### src/rtl/operand_sequencer_pkg.sv
// Shared definitions for the MSP430 operand fetch sequencer: register roles,
// addressing-mode encodings, sequencer state encoding and the latched request.
package operand_sequencer_pkg;

  localparam int unsigned REG_W      = 4;
  localparam int unsigned MODE_W     = 2;
  localparam int unsigned MEM_DATA_W = 16;
  localparam int unsigned INCR_W     = 2;

  localparam logic [REG_W-1:0] PC_REG  = REG_W'(0);
  localparam logic [REG_W-1:0] SP_REG  = REG_W'(1);
  localparam logic [REG_W-1:0] CG1_REG = REG_W'(2);
  localparam logic [REG_W-1:0] CG2_REG = REG_W'(3);

  localparam logic [MODE_W-1:0] REGISTER_MODE               = 2'b00;
  localparam logic [MODE_W-1:0] INDEXED_MODE                = 2'b01;
  localparam logic [MODE_W-1:0] INDIRECT_MODE               = 2'b10;
  localparam logic [MODE_W-1:0] INDIRECT_AUTOINCREMENT_MODE = 2'b11;

  typedef enum logic [2:0] {
    ST_IDLE    = 3'd0,
    ST_SRC_EXT = 3'd1,
    ST_SRC_MEM = 3'd2,
    ST_DST_EXT = 3'd3,
    ST_DST_MEM = 3'd4,
    ST_DONE    = 3'd5
  } seq_state_t;

  // Decoded instruction fields captured on an accepted start.
  typedef struct packed {
    logic              fmt;
    logic              bw;
    logic [REG_W-1:0]  sreg;
    logic [MODE_W-1:0] smode;
    logic [REG_W-1:0]  dreg;
    logic              dmode;
  } op_req_t;

  // Stack pointer always moves by a full word, even for byte instructions.
  function automatic logic [INCR_W-1:0] autoinc_step(input logic bw,
                                                      input logic [REG_W-1:0] reg_num);
    return (!bw || reg_num == SP_REG) ? INCR_W'(2) : INCR_W'(1);
  endfunction

endpackage

### src/rtl/operand_sequencer_cg_decode.sv
// Combinational constant-generator decode for the source and destination
// operand fields; R2/R3 produce constants instead of register or memory reads.
module operand_sequencer_cg_decode
  import operand_sequencer_pkg::*;
#(
  parameter int unsigned WIDTH     = 16,
  parameter bit          CG_ENABLE = 1'b1
) (
  input  logic [REG_W-1:0]  src_reg,
  input  logic [MODE_W-1:0] src_mode,
  input  logic [REG_W-1:0]  dst_reg,
  input  logic              dst_mode,
  output logic [WIDTH-1:0]  src_value_c,
  output logic              src_hit_c,
  output logic [WIDTH-1:0]  dst_value_c,
  output logic              dst_hit_c
);

  always_comb begin
    src_value_c = '0;
    src_hit_c   = 1'b0;
    dst_value_c = '0;
    dst_hit_c   = 1'b0;
    if (CG_ENABLE) begin
      // R2 in register mode is SR and in indexed mode is absolute addressing.
      if (src_reg == CG1_REG) begin
        case (src_mode)
          INDIRECT_MODE: begin
            src_hit_c   = 1'b1;
            src_value_c = WIDTH'(4);
          end
          INDIRECT_AUTOINCREMENT_MODE: begin
            src_hit_c   = 1'b1;
            src_value_c = WIDTH'(8);
          end
          default: ;
        endcase
      end else if (src_reg == CG2_REG) begin
        src_hit_c = 1'b1;
        case (src_mode)
          REGISTER_MODE: src_value_c = '0;
          INDEXED_MODE:  src_value_c = WIDTH'(1);
          INDIRECT_MODE: src_value_c = WIDTH'(2);
          default:       src_value_c = '1;
        endcase
      end
      if (dst_reg == CG2_REG && dst_mode) begin
        dst_hit_c   = 1'b1;
        dst_value_c = WIDTH'(1);
      end
    end
  end

endmodule

### src/rtl/operand_sequencer.sv
// Multi-cycle MSP430 operand fetch sequencer: resolves source and destination
// operands via constant generation, register read, extension words and memory.
module operand_sequencer
  import operand_sequencer_pkg::*;
#(
  parameter int unsigned WIDTH     = 16,
  parameter bit          CG_ENABLE = 1'b1
) (
  input  logic                  clk,
  input  logic                  rst_n,
  input  logic                  start,
  input  logic                  Format,
  input  logic                  BW,
  input  logic [REG_W-1:0]      srcA,
  input  logic [REG_W-1:0]      dstA,
  input  logic [MODE_W-1:0]     As,
  input  logic                  Ad,
  input  logic [WIDTH-1:0]      srcRegVal,
  input  logic [WIDTH-1:0]      dstRegVal,
  input  logic [WIDTH-1:0]      pcIn,
  input  logic                  abort,
  output logic                  mem_req,
  output logic [WIDTH-1:0]      mem_addr,
  input  logic [MEM_DATA_W-1:0] mem_rdata,
  input  logic                  mem_ack,
  output logic                  busy,
  output logic                  done,
  output logic [WIDTH-1:0]      src,
  output logic [WIDTH-1:0]      dst,
  output logic [WIDTH-1:0]      dstAddr,
  output logic                  dstIsMem,
  output logic                  srcGenerated,
  output logic [WIDTH-1:0]      pcOut,
  output logic [INCR_W-1:0]     srcIncr
);

  seq_state_t state, state_n;
  op_req_t    req_q, req_n, req_in, req;

  logic [WIDTH-1:0]  src_n, dst_n, dst_addr_n, pc_n, mem_addr_n;
  logic              dst_is_mem_n, src_gen_n, busy_n, done_n, mem_req_n;
  logic [INCR_W-1:0] src_incr_n;

  logic [WIDTH-1:0] cg_src_value_c, cg_dst_value_c;
  logic             cg_src_hit_c, cg_dst_hit_c;

  logic [WIDTH-1:0] src_val_c, src_index_base_c, dst_index_base_c;
  logic [WIDTH-1:0] ext_sx_c, rdata_zx_c, pc_incr_c;
  logic             src_is_pc_c, src_imm_c, src_ext_c, src_mem_c, dst_ext_c;

  // Single-operand instructions carry their operand in the destination field.
  always_comb begin
    req_in       = '0;
    req_in.fmt   = Format;
    req_in.bw    = BW;
    req_in.sreg  = Format ? dstA : srcA;
    req_in.smode = As;
    req_in.dreg  = dstA;
    req_in.dmode = Ad;
  end

  assign req = (state == ST_IDLE) ? req_in : req_q;

  operand_sequencer_cg_decode #(
    .WIDTH     (WIDTH),
    .CG_ENABLE (CG_ENABLE)
  ) u_cg_decode (
    .src_reg     (req.sreg),
    .src_mode    (req.smode),
    .dst_reg     (req.dreg),
    .dst_mode    (req.dmode),
    .src_value_c (cg_src_value_c),
    .src_hit_c   (cg_src_hit_c),
    .dst_value_c (cg_dst_value_c),
    .dst_hit_c   (cg_dst_hit_c)
  );

  // Fetch plan for the current request.
  assign src_val_c   = req.fmt ? dstRegVal : srcRegVal;
  assign src_is_pc_c = (req.sreg == PC_REG);
  assign src_imm_c   = !cg_src_hit_c && (req.smode == INDIRECT_AUTOINCREMENT_MODE) && src_is_pc_c;
  assign src_ext_c   = !cg_src_hit_c && ((req.smode == INDEXED_MODE) || src_imm_c);
  assign src_mem_c   = !cg_src_hit_c && ((req.smode == INDIRECT_MODE) ||
                        ((req.smode == INDIRECT_AUTOINCREMENT_MODE) && !src_is_pc_c));
  assign dst_ext_c   = !req.fmt && req.dmode && !cg_dst_hit_c;

  // Index bases: R2 is absolute (base 0), R0 is relative to the extension word.
  assign src_index_base_c = (CG_ENABLE && req.sreg == CG1_REG) ? '0 :
                            src_is_pc_c ? pcOut : src_val_c;
  assign dst_index_base_c = (CG_ENABLE && req.dreg == CG1_REG) ? '0 : dstRegVal;

  assign ext_sx_c   = WIDTH'($signed(mem_rdata));
  assign rdata_zx_c = WIDTH'(mem_rdata);
  assign pc_incr_c  = pcOut + WIDTH'(2);

  always_comb begin
    state_n      = state;
    req_n        = req_q;
    src_n        = src;
    dst_n        = dst;
    dst_addr_n   = dstAddr;
    pc_n         = pcOut;
    mem_addr_n   = mem_addr;
    dst_is_mem_n = dstIsMem;
    src_gen_n    = srcGenerated;
    src_incr_n   = srcIncr;
    busy_n       = 1'b0;
    done_n       = 1'b0;
    mem_req_n    = 1'b0;

    if (abort) begin
      state_n = ST_IDLE;
    end else begin
      case (state)
        ST_IDLE: begin
          if (start) begin
            req_n        = req_in;
            pc_n         = pcIn;
            src_gen_n    = cg_src_hit_c;
            src_incr_n   = (src_mem_c && req.smode == INDIRECT_AUTOINCREMENT_MODE) ?
                           autoinc_step(req.bw, req.sreg) : '0;
            src_n        = cg_src_hit_c ? cg_src_value_c : src_val_c;
            dst_n        = cg_dst_hit_c ? cg_dst_value_c : dstRegVal;
            dst_addr_n   = '0;
            dst_is_mem_n = 1'b0;
            if (src_ext_c) begin
              state_n    = ST_SRC_EXT;
              mem_addr_n = pcIn;
            end else if (src_mem_c) begin
              state_n    = ST_SRC_MEM;
              mem_addr_n = src_val_c;
            end else if (dst_ext_c) begin
              state_n    = ST_DST_EXT;
              mem_addr_n = pcIn;
            end else begin
              state_n = ST_DONE;
            end
          end
        end
        ST_SRC_EXT: begin
          if (mem_ack) begin
            pc_n = pc_incr_c;
            if (src_imm_c) begin
              src_n = rdata_zx_c;
              if (dst_ext_c) begin
                state_n    = ST_DST_EXT;
                mem_addr_n = pc_incr_c;
              end else begin
                state_n = ST_DONE;
              end
            end else begin
              state_n    = ST_SRC_MEM;
              mem_addr_n = ext_sx_c + src_index_base_c;
            end
          end
        end
        ST_SRC_MEM: begin
          if (mem_ack) begin
            src_n = rdata_zx_c;
            if (dst_ext_c) begin
              state_n    = ST_DST_EXT;
              mem_addr_n = pcOut;
            end else begin
              state_n = ST_DONE;
            end
          end
        end
        ST_DST_EXT: begin
          if (mem_ack) begin
            pc_n       = pc_incr_c;
            dst_addr_n = ext_sx_c + dst_index_base_c;
            mem_addr_n = ext_sx_c + dst_index_base_c;
            state_n    = ST_DST_MEM;
          end
        end
        ST_DST_MEM: begin
          if (mem_ack) begin
            dst_n        = rdata_zx_c;
            dst_is_mem_n = 1'b1;
            state_n      = ST_DONE;
          end
        end
        ST_DONE: state_n = ST_IDLE;
        default: state_n = ST_IDLE;
      endcase
    end

    // Reads are always full words; byte lane selection happens downstream.
    mem_addr_n[0] = 1'b0;

    busy_n    = (state_n != ST_IDLE);
    done_n    = (state_n == ST_DONE);
    mem_req_n = (state_n == ST_SRC_EXT) || (state_n == ST_SRC_MEM) ||
                (state_n == ST_DST_EXT) || (state_n == ST_DST_MEM);
  end

  always_ff @(posedge clk or negedge rst_n) begin
    if (!rst_n) begin
      state        <= ST_IDLE;
      req_q        <= '0;
      src          <= '0;
      dst          <= '0;
      dstAddr      <= '0;
      pcOut        <= '0;
      mem_addr     <= '0;
      dstIsMem     <= 1'b0;
      srcGenerated <= 1'b0;
      srcIncr      <= '0;
      busy         <= 1'b0;
      done         <= 1'b0;
      mem_req      <= 1'b0;
    end else begin
      state        <= state_n;
      req_q        <= req_n;
      src          <= src_n;
      dst          <= dst_n;
      dstAddr      <= dst_addr_n;
      pcOut        <= pc_n;
      mem_addr     <= mem_addr_n;
      dstIsMem     <= dst_is_mem_n;
      srcGenerated <= src_gen_n;
      srcIncr      <= src_incr_n;
      busy         <= busy_n;
      done         <= done_n;
      mem_req      <= mem_req_n;
    end
  end

endmodule

### config.mk
export PLATFORM = sky130hd
export DESIGN_NAME = operand_sequencer
export DESIGN_NICKNAME = d
export VERILOG_FILES = /design/src/rtl/operand_sequencer_pkg.sv /design/src/rtl/operand_sequencer_cg_decode.sv /design/src/rtl/operand_sequencer.sv
export SDC_FILE = /design/constraint.sdc
export NUM_CORES = 1
export LEC_CHECK = 0
export ABC_AREA = 1
export ABC_CLOCK_PERIOD_IN_PS = 3700
export CORE_MARGIN = 5
export CORE_UTILIZATION = 47
export CTS_CLUSTER_SIZE = 16
export DETAILED_ROUTE_END_ITERATION = 16
export PLACE_DENSITY = 0.78
export SLEW_MARGIN = 10
export SYNTH_ARGS = -nofsm -noshare
export SYNTH_HDL_FRONTEND = slang
export SYNTH_SLANG_ARGS = --single-unit
### constraint.sdc
create_clock -name clk -period 3.7 [get_ports clk]
set_input_delay 0.74 -clock clk [delete_from_list [all_inputs] [get_ports clk]]
set_output_delay 0.74 -clock clk [all_outputs]
set_load 0.05 [all_outputs]
==> metrics.yaml, run 1 <==
status: "finished, final reports clean"
drive_gt1_frac: 0.192
path_common_cell: "nand2_1"
drtIter0Drc: 1222
cts_root_buffer: "clkbuf_16"
netlist_area_um2: 7820
syn_nets: 1252
wl_mm: 32.4
drt-vias-per-instance: 5.66
postLayoutCellArea_um2: 11400
die_w_um: 139
highest_layer: "met4"
final.setup.tns_ns: 0
antennaDiodeCount: 0
cp-start-kind: "input pin"
die_area_um2: 19300
fin_skew_ns: 0.0113
core_area_um2: 16500
timing.final.crit_share: 0.964
cts_tree: "yes"
synthTopCellsByArea: "dfrtp_1 33%, nand2_1 14%, o21ai_0 9.0%"
wl_met1_mm: 13.6
wl_met3_mm: 3.03
drt_pass1_iterations: 6
synth_seq_cells: 102
antenna_found_initial: 0
crit_type: "input pin to register"
fin_crit_ns: 3.57
clock_path_buffers: 2
synth_edf_count: 0
crit_slowest_cell: "clkdlybuf4s50_1"
cts_hold_buf: 0
layout.nets: 1562
cp_cell_sequence: "clkdlybuf4s50_1 > inv_1 > nand4_1 > o31ai_4 > nand2_2 > inv_2 > buf_6 > buf_4 > nor2_1 > ha_1 > inv_1 > o21ai_0 > a31oi_1 > o221a_2 > or2_2 > nand3_1 > o21ai_0 > nand2_1 > nand3_1 > nand2_1 > nand2_1"
fmax_mhz: 280
yosysSeqAreaShare: 0.326
grt_max_degree: 55
crit_path_max_fanout: 9
endpoint_kind: "register"
hpwl_mm: 25.3
antenna_left: 0
post_dp_cell_area_um2: 10800
synth_commonest_cells: "300 x nand2_1, 141 x o21ai_0, 118 x inv_1, 102 x dfrtp_1, 86 x a21oi_1"
setup_viol: 0
p_total_w: 0.0115
critPathArrivalTime_ns: 3.83
synth_most_common_cell: "nand2_1"
grt_pass1_vias: 9015
worstHoldPathType: "input pin to async pin"
yosys.area.top_type_share: 0.326
slew_headroom: 0.504
gr-total-overflow: 0
crit_buf_inv: 6
leakage_nw: 5.49
io_buffers: 167
syn2layout_area_growth_pct: 45.6
clkTransAtPathRegs_ns: 0.08
crit_family: "simple AND/OR/NAND/NOR gates"
wl_per_cell_um: 19.4
synth_area_leader_cell: "dfrtp_1"
maxCapViolations: 0
synth.distinct_cells: 51
clock_latency_ns: 0.37
rows: 47
initial_utilization: 0.475
grt_pass1_wl_mm: 49.6
p_per_area_nw_per_um2: 1010
dp.cells: 1647
hold_viol: 0
num_vias: 9472
postLayoutCoreUtil: 0.692
async_flop_share: 1.00
avgSynthCellArea_um2: 6.87
ys.flop_type: "dfrtp_1"
layout.cells.non_filler: 1673
worstMarginPinSlew_ns: 0.744
slew_violations: 0
ys_warn_count: 0
cp.required_ns: 3.97
met2_length_mm: 14.5
synthCells: 1138
drc: 0
ios: 169
cts.sinks: 102
die_h_um: 139
grt.total_usage: 0.322
cts_max_level: 3
cpPeakStageDelay_ns: 0.42
routabilityCongestion: 0.990
ir_worst_vdd_uv: 568
cts-buffers-inserted: 9
==> worst paths after layout <==
check	from	end	slack (ns)	depth (start not counted)
setup / recovery	dstA[2]	mem_addr[15]	0.13	21
hold / removal	rst_n	req_q[9]	0.42	1
setup reg to reg	state[1]	mem_addr[15]	0.22	21
hold reg to reg	req_q[5]	req_q[5]	0.48	2
max in group asynchronous	rst_n	src[8]	2.36	2
min in group clk	req_q[5]	req_q[5]	0.48	2
==> where the power goes <==
group / switching, W / total [W] / internal (W)
Combinational: 0.00545 / 0.00862 / 0.00318
Clock: 0.000510 / 0.000990 / 0.000480
Sequential: 0.000344 / 0.00192 / 0.00157
==> per-stage QoR <==
step | setup slack [ns] | hold slack [ns]
finish | 0.133 | 0.417
global placement | -0.448 | 0.450
CTS | 0.0492 | 0.446
floorplan | 0.203 | 0.434
detailed placement | -0.540 | 0.460
global route | -0.0578 | 0.484
==> cell type report <==
type / instances / area (µm²)
clock buffers: 9 / 225
clock inverters: 7 / 72.6
fillers: 1410 / 5080
inverters: 125 / 469
multi-input cells: 867 / 4750
flip-flops and latches: 102 / 2550
well taps: 220 / 275
repair buffers: 343 / 3040
==> placed cells by master, fill, tap and decap left out, types with 3 or more instances in the layout <==
cell type	count
o22ai_1	10
a21o_1	6
xnor2_1	4
inv_2	8
nor2_4	4
a31oi_1	3
o21a_1	4
nand2_2	13
nand3_2	5
o21ai_2	10
o211ai_1	11
a21oi_2	9
o221ai_1	4
inv_6	3
o311ai_0	13
or2_2	4
clkdlybuf4s50_1	165
buf_4	172
clkbuf_16	10
o21ai_1	35
nand3_1	39
nor2_2	8
nand2_4	7
dfrtp_1	102
o21ai_0	126
a21oi_1	78
nor2_1	79
o31ai_1	4
xor2_1	15
inv_1	116
nand4_1	23
ha_1	30
nand2_1	292
nor3_1	6
==> logic make-up (layout without fill, tap and decap cells) <==
family / Yosys count / in the layout / share of synthesized area
XOR/XNOR: 19 / 19 / 0.0213
other: 1 / 1 / 0.000479
adder cells (fa/ha/maj): 32 / 32 / 0.0531
buffers and inverters: 169 / 484 / 0.0867
flip-flops: 102 / 102 / 0.326
AND/OR/NAND/NOR: 487 / 487 / 0.271
AO/OA/AOI/OAI: 328 / 328 / 0.241
==> repair_timing <==
item,4_1_cts,5_1_grt
gates cloned,0,1
endpoints found under the setup margin,7,16
pin swaps,1,17
gates resized for setup,3,58
setup buffers,0,9
==> metal layers <==
layer  vias to the layer above  track usage
li1                       4452            -
met1                      4388        0.447
met2                       546        0.498
met3                        86       0.0638
met4                         0        0.124
met5                         -            0
Note: power is estimated with default switching activity, not from simulation.
==> run 2, diff against run 1 <==
--- a/config.mk
+++ b/config.mk
@@ -12,7 +12,6 @@
 export CTS_CLUSTER_SIZE = 16
 export DETAILED_ROUTE_END_ITERATION = 16
 export PLACE_DENSITY = 0.78
-export SLEW_MARGIN = 10
 export SYNTH_ARGS = -nofsm -noshare
 export SYNTH_HDL_FRONTEND = slang
 export SYNTH_SLANG_ARGS = --single-unit
==> results of run 2 <==
Final layout, timing and power as in run 1 (identical DEF).
